<file path="src/rtl/bsg_mem_1rw_sync_req_ctrl.sv">
// Requester-side controller for a 1rw synchronous RAM: valid/ready requests in,
// RAM strobes out, and read data returned through a credit-checked response FIFO.
module bsg_mem_1rw_sync_req_ctrl #(
    parameter int width_p       = 8,
    parameter int els_p         = 16,
    parameter int addr_width_lp = (els_p > 1) ? $clog2(els_p) : 1,
    parameter int resp_els_p    = 3
) (
    input  logic                     clk_i,
    input  logic                     reset_i,

    input  logic                     v_i,
    input  logic                     w_i,
    input  logic [addr_width_lp-1:0] addr_i,
    input  logic [width_p-1:0]       data_i,
    output logic                     ready_and_o,

    output logic                     mem_v_o,
    output logic                     mem_w_o,
    output logic [addr_width_lp-1:0] mem_addr_o,
    output logic [width_p-1:0]       mem_data_o,
    input  logic [width_p-1:0]       mem_data_i,

    output logic                     v_o,
    output logic [width_p-1:0]       data_o,
    input  logic                     ready_and_i
);

    localparam int unsigned ptr_width_lp = (resp_els_p > 1) ? $clog2(resp_els_p) : 1;
    // Wide enough for count + pending without wrapping.
    localparam int unsigned cnt_width_lp = $clog2(resp_els_p + 2);
    localparam logic [ptr_width_lp-1:0] last_ptr_lp = ptr_width_lp'(resp_els_p - 1);
    localparam logic [cnt_width_lp-1:0] full_cnt_lp = cnt_width_lp'(resp_els_p);

    if (resp_els_p < 2) begin : g_bad_depth
        $error("bsg_mem_1rw_sync_req_ctrl: resp_els_p must be >= 2");
    end

    logic [width_p-1:0]      fifo_mem_r [resp_els_p];
    logic [ptr_width_lp-1:0] wr_ptr_r, wr_ptr_n;
    logic [ptr_width_lp-1:0] rd_ptr_r, rd_ptr_n;
    logic [cnt_width_lp-1:0] count_r, count_n;
    logic [cnt_width_lp-1:0] credits_used;
    logic                    rd_pending_r;
    logic                    accept;
    logic                    rd_accept;
    logic                    enq;
    logic                    deq;

    // Every outstanding read owns a FIFO slot, so the gate depends on registered state only.
    assign credits_used = count_r + cnt_width_lp'(rd_pending_r);
    assign ready_and_o  = ~reset_i & (credits_used < full_cnt_lp);

    assign accept     = v_i & ready_and_o;
    assign rd_accept  = accept & ~w_i;
    assign mem_v_o    = accept;
    assign mem_w_o    = w_i;
    assign mem_addr_o = addr_i;
    assign mem_data_o = data_i;

    // Read data landing during reset belongs to a request being abandoned.
    assign enq    = rd_pending_r & ~reset_i;
    assign v_o    = (count_r != '0);
    assign deq    = v_o & ready_and_i;
    assign data_o = fifo_mem_r[rd_ptr_r];

    always_comb begin
        wr_ptr_n = wr_ptr_r;
        rd_ptr_n = rd_ptr_r;
        count_n  = count_r + cnt_width_lp'(enq) - cnt_width_lp'(deq);
        if (enq) begin
            wr_ptr_n = (wr_ptr_r == last_ptr_lp) ? '0 : wr_ptr_r + ptr_width_lp'(1);
        end
        if (deq) begin
            rd_ptr_n = (rd_ptr_r == last_ptr_lp) ? '0 : rd_ptr_r + ptr_width_lp'(1);
        end
    end

    always_ff @(posedge clk_i) begin
        if (reset_i) begin
            rd_pending_r <= 1'b0;
            wr_ptr_r     <= '0;
            rd_ptr_r     <= '0;
            count_r      <= '0;
        end else begin
            rd_pending_r <= rd_accept;
            wr_ptr_r     <= wr_ptr_n;
            rd_ptr_r     <= rd_ptr_n;
            count_r      <= count_n;
        end
    end

    // Storage needs no reset; occupancy is tracked by count_r.
    always_ff @(posedge clk_i) begin
        if (enq) begin
            fifo_mem_r[wr_ptr_r] <= mem_data_i;
        end
    end

    a_no_overflow: assert property (@(posedge clk_i) disable iff (reset_i)
        enq |-> (count_r < full_cnt_lp));

    a_mem_v_known: assert property (@(posedge clk_i) disable iff (reset_i)
        !$isunknown(mem_v_o));

endmodule

</file>
<file path="config.mk">
export PLATFORM = sky130hd
export DESIGN_NAME = bsg_mem_1rw_sync_req_ctrl
export DESIGN_NICKNAME = d
export VERILOG_FILES = /design/src/rtl/bsg_mem_1rw_sync_req_ctrl.sv
export SDC_FILE = /design/constraint.sdc
export NUM_CORES = 1
export LEC_CHECK = 0
export ABC_AREA = 1
export BUFFER_PORTS_ARGS = -buffer_cell sky130_fd_sc_hd__buf_4
export CAP_MARGIN = 0
export CORE_ASPECT_RATIO = 1.25
export CORE_MARGIN = 2
export CORE_UTILIZATION = 40
export DETAILED_ROUTE_END_ITERATION = 7
export GPL_ROUTABILITY_DRIVEN = 0
export PLACE_DENSITY = 0.8
export SYNTH_ARGS = -nofsm -noshare
export SYNTH_HDL_FRONTEND = slang
export SYNTH_SLANG_ARGS = --single-unit
</file>
<file path="constraint.sdc">
create_clock -name clk_i -period 2.05 [get_ports clk_i]
set_clock_uncertainty 0.15 [all_clocks]
set_input_delay 0.41 -clock clk_i [delete_from_list [all_inputs] [get_ports clk_i]]
set_output_delay 0.41 -clock clk_i [all_outputs]
set_load 0.05 [all_outputs]
</file>
# ---- Yosys cells after proc, flatten, opt, wreduce, memory -nomap -nowiden
# Memories as Yosys holds them, arrays and structs flattened. A register that Yosys moved wholly into a read port is not among the register bits.
# Index checks and enable logic that the tools add are counted.
dict set report word_totals {
  output_inout_bits 24
  memories 1
  elab_cells 27
  ramBits 24
  regBits 8
  input_bits 25
}
dict set report classes {
  n_eq_ne 2
  bitwise 7
  n_mux 6
  n_reduce_logical 1
  add_sub_neg 5
  n_lt_le_gt_ge 1
}
# memory depth width read_ports rd_ports_with_merged_regs write_ports line_no
set memory_table {}
lappend memory_table {fifo_mem_r 3 8 1 1 1 39} ;# logic [width_p-1:0] fifo_mem_r [resp_els_p];
# op count
set op_table {}
lappend op_table {{$mux 2} 4}
lappend op_table {{$add 3x1->3} 2}
lappend op_table {{$and 1x1->1} 5}
lappend op_table {{$add 2x1->2 const B} 2}
lappend op_table {{$eq 2x2->1 const B} 2}
lappend op_table {{$lt 3x2->1 const B} 1}
lappend op_table {{$reduce_bool 3->1} 1}
lappend op_table {{$sub 3x1->3} 1}
lappend op_table {{$mux 1} 2}
lappend op_table {{$not 1->1} 2}

# ---- Depth between registers and ports, before layout
dict set report depth {
  word_depth 5
  depth_mapped 9
  depth_no_buf 9
}

# ---- Worst setup path after synthesis
# No wires, ideal clock.
dict set report synth_path {
  kind {input-to-reg}
  start {in reset_i}
  end {reg count_r[2]}
  cell_stages 9
  arrival_time_ns 1.784
  slack_ns 0.046
  setup_time_ns 0.070
  n_path_buf 1
  t_required_ns 1.830
  path_cell_list {buf_6 nor2_4 inv_1 ha_1 inv_1 ha_1 fa_1 nand3b_1 a21oi_1}
}
dict set report synth_via {
  elab_chain_len 4
}
# element line_no
set synth_lines {}
lappend synth_lines {{from (decl)} 10} ;# input logic reset_i,
lappend synth_lines {{$not 1->1} 62} ;# assign enq = rd_pending_r & ~reset_i;
lappend synth_lines {{$and 1x1->1} 62}
lappend synth_lines {{$add 3x1->3} 70} ;# count_n = count_r + cnt_width_lp'(enq) - cnt_width_lp'(deq);
lappend synth_lines {{$sub 3x1->3} 70}
lappend synth_lines {{to (signal assigned)} 89} ;# count_r <= count_n;
lappend synth_lines {{to (decl)} 42} ;# logic [cnt_width_lp-1:0] count_r, count_n;
# Several ways; a longest one is shown, not always the timed one.
# A chain may end at the register's enable or synchronous reset.

# ---- Worst setup path after layout
dict set report layout_path {
  start {reg count_r[0]}
  end {out ready_and_o}
}
dict set report layout_via {
  elab_chain_len 3
}
# element line_no
set layout_lines {}
lappend layout_lines {{$add 3x1->3} 51} ;# assign credits_used = count_r + cnt_width_lp'(rd_pending_r);
lappend layout_lines {{$lt 3x2->1} 52} ;# assign ready_and_o = ~reset_i & (credits_used < full_cnt_lp);
lappend layout_lines {{$and 1x1->1} 52}
lappend layout_lines {{to (decl)} 16} ;# output logic ready_and_o,
# No other way between the ends.

==> results.toml <==
[status]
status = "finished, violations left"
violations = "DRC"

[logic_synthesis]
yosys.area_share.adder_pct = 4.678
synth_cell_types = 21
yosys.area_share.simple_pct = 12.28
synth_top_family_by_area = "buffers and inverters"
syn_inst = 140
synth_nets = 170
ys_seq_elements = 34
synth_compound_area_share_pct = 7.853
yosys_warnings = 0
synthXorXnorAreaFrac_pct = 0.5848
synth_mux_area_share_pct = 0
synth.avg_cell_area_um2 = 10.70
yosysSeqAreaShare_pct = 61.49
synthesis.area_um2 = 1498

[critical_path]
arrival_ns = 1.46
crit_path_end_kind = "primary output"
cpPeakStageDelay_ns = 0.36
path_cells = "ha_4 -> ha_4 -> a21oi_4 -> and2_1 -> buf_6"
r2r-start = "count_r[0]"
cp_max_fo = 2
critPathRequiredTime_ns = 1.49
startpoint = "count_r[0]"
cp_common_cell = "ha_4"
crit_type = "reg -> out"
startpoint_type = "register"
cpMaxStageDelayCell = "dfxtp_4"

[final_layout]
fin_cells = 204
final_core_util_pct = 51.59
area_delta_synth_final_pct = 22.05
layout-drive-gt1-share_pct = 33.94
final_common_cell = "buf_4"
n_antenna_cell = 0
fillers = 336
final_cell_mix = "buf_4, edfxtp_1, a21oi_1"
layout.nets = 194

[detailed_routing]
dr.pass1.iters = 6
vias_per_cell = 4.828
drc = 5
dr_total_vias = 985
wl_per_cell_um = 13.59
first_iter_violations = 59
wirelength_um = 2772
ant_nets = 0

[grt]
grt_pass1_wl_um = 4381
grt_pass1_vias = 1001
gr-total-overflow = 0
grtUsageTotal_pct = 14.09
grt_max_degree = 11
antenna_found_initial = 0

[run]
maxCapViolations = 0

[place]
port_buffers = 24
dpl.cell_count = 193
dp_hpwl_um = 1795

[die]
rows = 24
dieArea_um2 = 4253
die_w_um = 58.73
initial_core_util_pct = 42.27
core_area_um2 = 3543
io_pins = 49
die_h_um = 72.41

[clocking]
cts-root-buf = "clkbuf_8"
clock-sinks = 34
htree_num_levels = 2
cts_hold_buffers = 0
path_clk_slew_ns = 0.07
cts_tree = "done"
clk_latency_ns = 0.28
numCtsBuffers = 5
cts-root-to-sink-buffers = 2

[sta]
tightest_slew_ns = 0.3640
timing.slew.headroom_pct = 75.71
maxSlewViolCount = 0
fmax_mhz = 493.9
period_share_pct = 98.77
rsz0062_at_grt = "true"
hold_violations = 0
setup_viol = 0
fin_crit_ns = 2.025

[hold_path]
hp-class = "in -> reg"
min-delay-start = "w_i"

[pwr]
leakagePower_nw = 0.7443
irDropWorstVdd_uv = 778.7
power.density_nw_per_um2 = 1310
repair_timing:
item                       in CTS  in global routing
setup buffers                   2                  1
gates resized for setup         7                 13
pin swaps                       4                  5
setup endpoints to repair       2                  4
layer usage:
layer | GRT usage, % | part of all wire (%)
met1 | 14.65 | 37
met2 | 24.44 | 54
met3 | 5.704 | 6.6
met4 | 6.313 | 2.2
met5 | 0 | 0
kinds of logic (layout without fill, tap and decap cells):
family,after synthesis,after routing
buf+inv,35,60
fa+ha+maj,5,5
flops,34,34
simple gates,42,42
xor+xnor,1,1
compound gates,23,23
critical path: cells and delay by family (launching register included):
family                     cells  cell delay (ns)
DFF                            1             0.36
and+or+nand+nor                1             0.16
adders and majority gates      2             0.38
buffers and inverters          1             0.16
AOI/OAI and AO/OA              1             0.13
cell usage after synthesis:
| cell type | count | area, um^2 |
|---|---|---|
| nand3_1 | 5 | 25.02 |
| nor2_2 | 1 | 6.260 |
| xnor2_1 | 1 | 8.760 |
| a21boi_0 | 1 | 7.510 |
| a21oi_1 | 22 | 110.1 |
| nor3_1 | 1 | 5.000 |
| inv_1 | 18 | 67.56 |
| nand2_1 | 18 | 67.56 |
| dfxtp_1 | 10 | 200.2 |
| fa_1 | 1 | 20.02 |
| nor2_4 | 1 | 11.26 |
| nand3b_1 | 1 | 7.510 |
| edfxtp_1 | 24 | 720.7 |
| ha_1 | 4 | 50.05 |
| nand2_2 | 1 | 6.260 |
| buf_2 | 1 | 5.000 |
| buf_4 | 13 | 97.59 |
| inv_2 | 1 | 3.750 |
| buf_6 | 2 | 22.52 |
| and2_1 | 1 | 6.260 |
| nor2_1 | 13 | 48.80 |
power breakdown:
part           internal, mW  switching [mW]
logic                 0.364           0.708
registers             0.798          0.0693
clock network         0.233           0.224
total                  1.39            1.00
layout make-up:
class,instances,area (um^2),area share (%)
multi-input combinational,71,441.7,24.16
tap,39,48.80,2.669
timing repair buffer,33,259.0,14.17
sequential,34,925.9,50.65
inverter,19,71.32,3.901
clock inverter,2,8.758,0.4791
clock buffer,6,72.57,3.970
registers in the layout (all words and copies together) (netlist names), named ones only:
signal        flops
count_r           3
rd_ptr_r          2
fifo_mem_r       24
rd_pending_r      1
wr_ptr_r          2
final timing paths:
path	to	slack, ns	cells after the start
max reg2reg	count_r[2]	0.10	9
min reg2reg	wr_ptr_r[1]	0.34	2
max	ready_and_o	0.03	5
min	rd_pending_r	0.13	2
metrics by stage:
stage / area [um^2] / power, mW / hold WS [ns] / TNS (ns) / setup slack [ns]
global route: 1828 / 2.532 / 0.1226 / -0.06058 / -0.03387
finish: 1828 / 2.395 / 0.1275 / 0 / 0.02521
CTS: 1778 / 2.346 / 0.1218 / 0 / 0.002551
detailed placement: 1647 / 1.858 / 0.3282 / -0.02484 / -0.02484
global placement: 1647 / 1.837 / 0.3046 / 0 / 0.01151
floorplan: 1498 / 1.644 / 0.2921 / 0 / 0.04593
No activity file was read; power rests on OpenSTA's default activity.
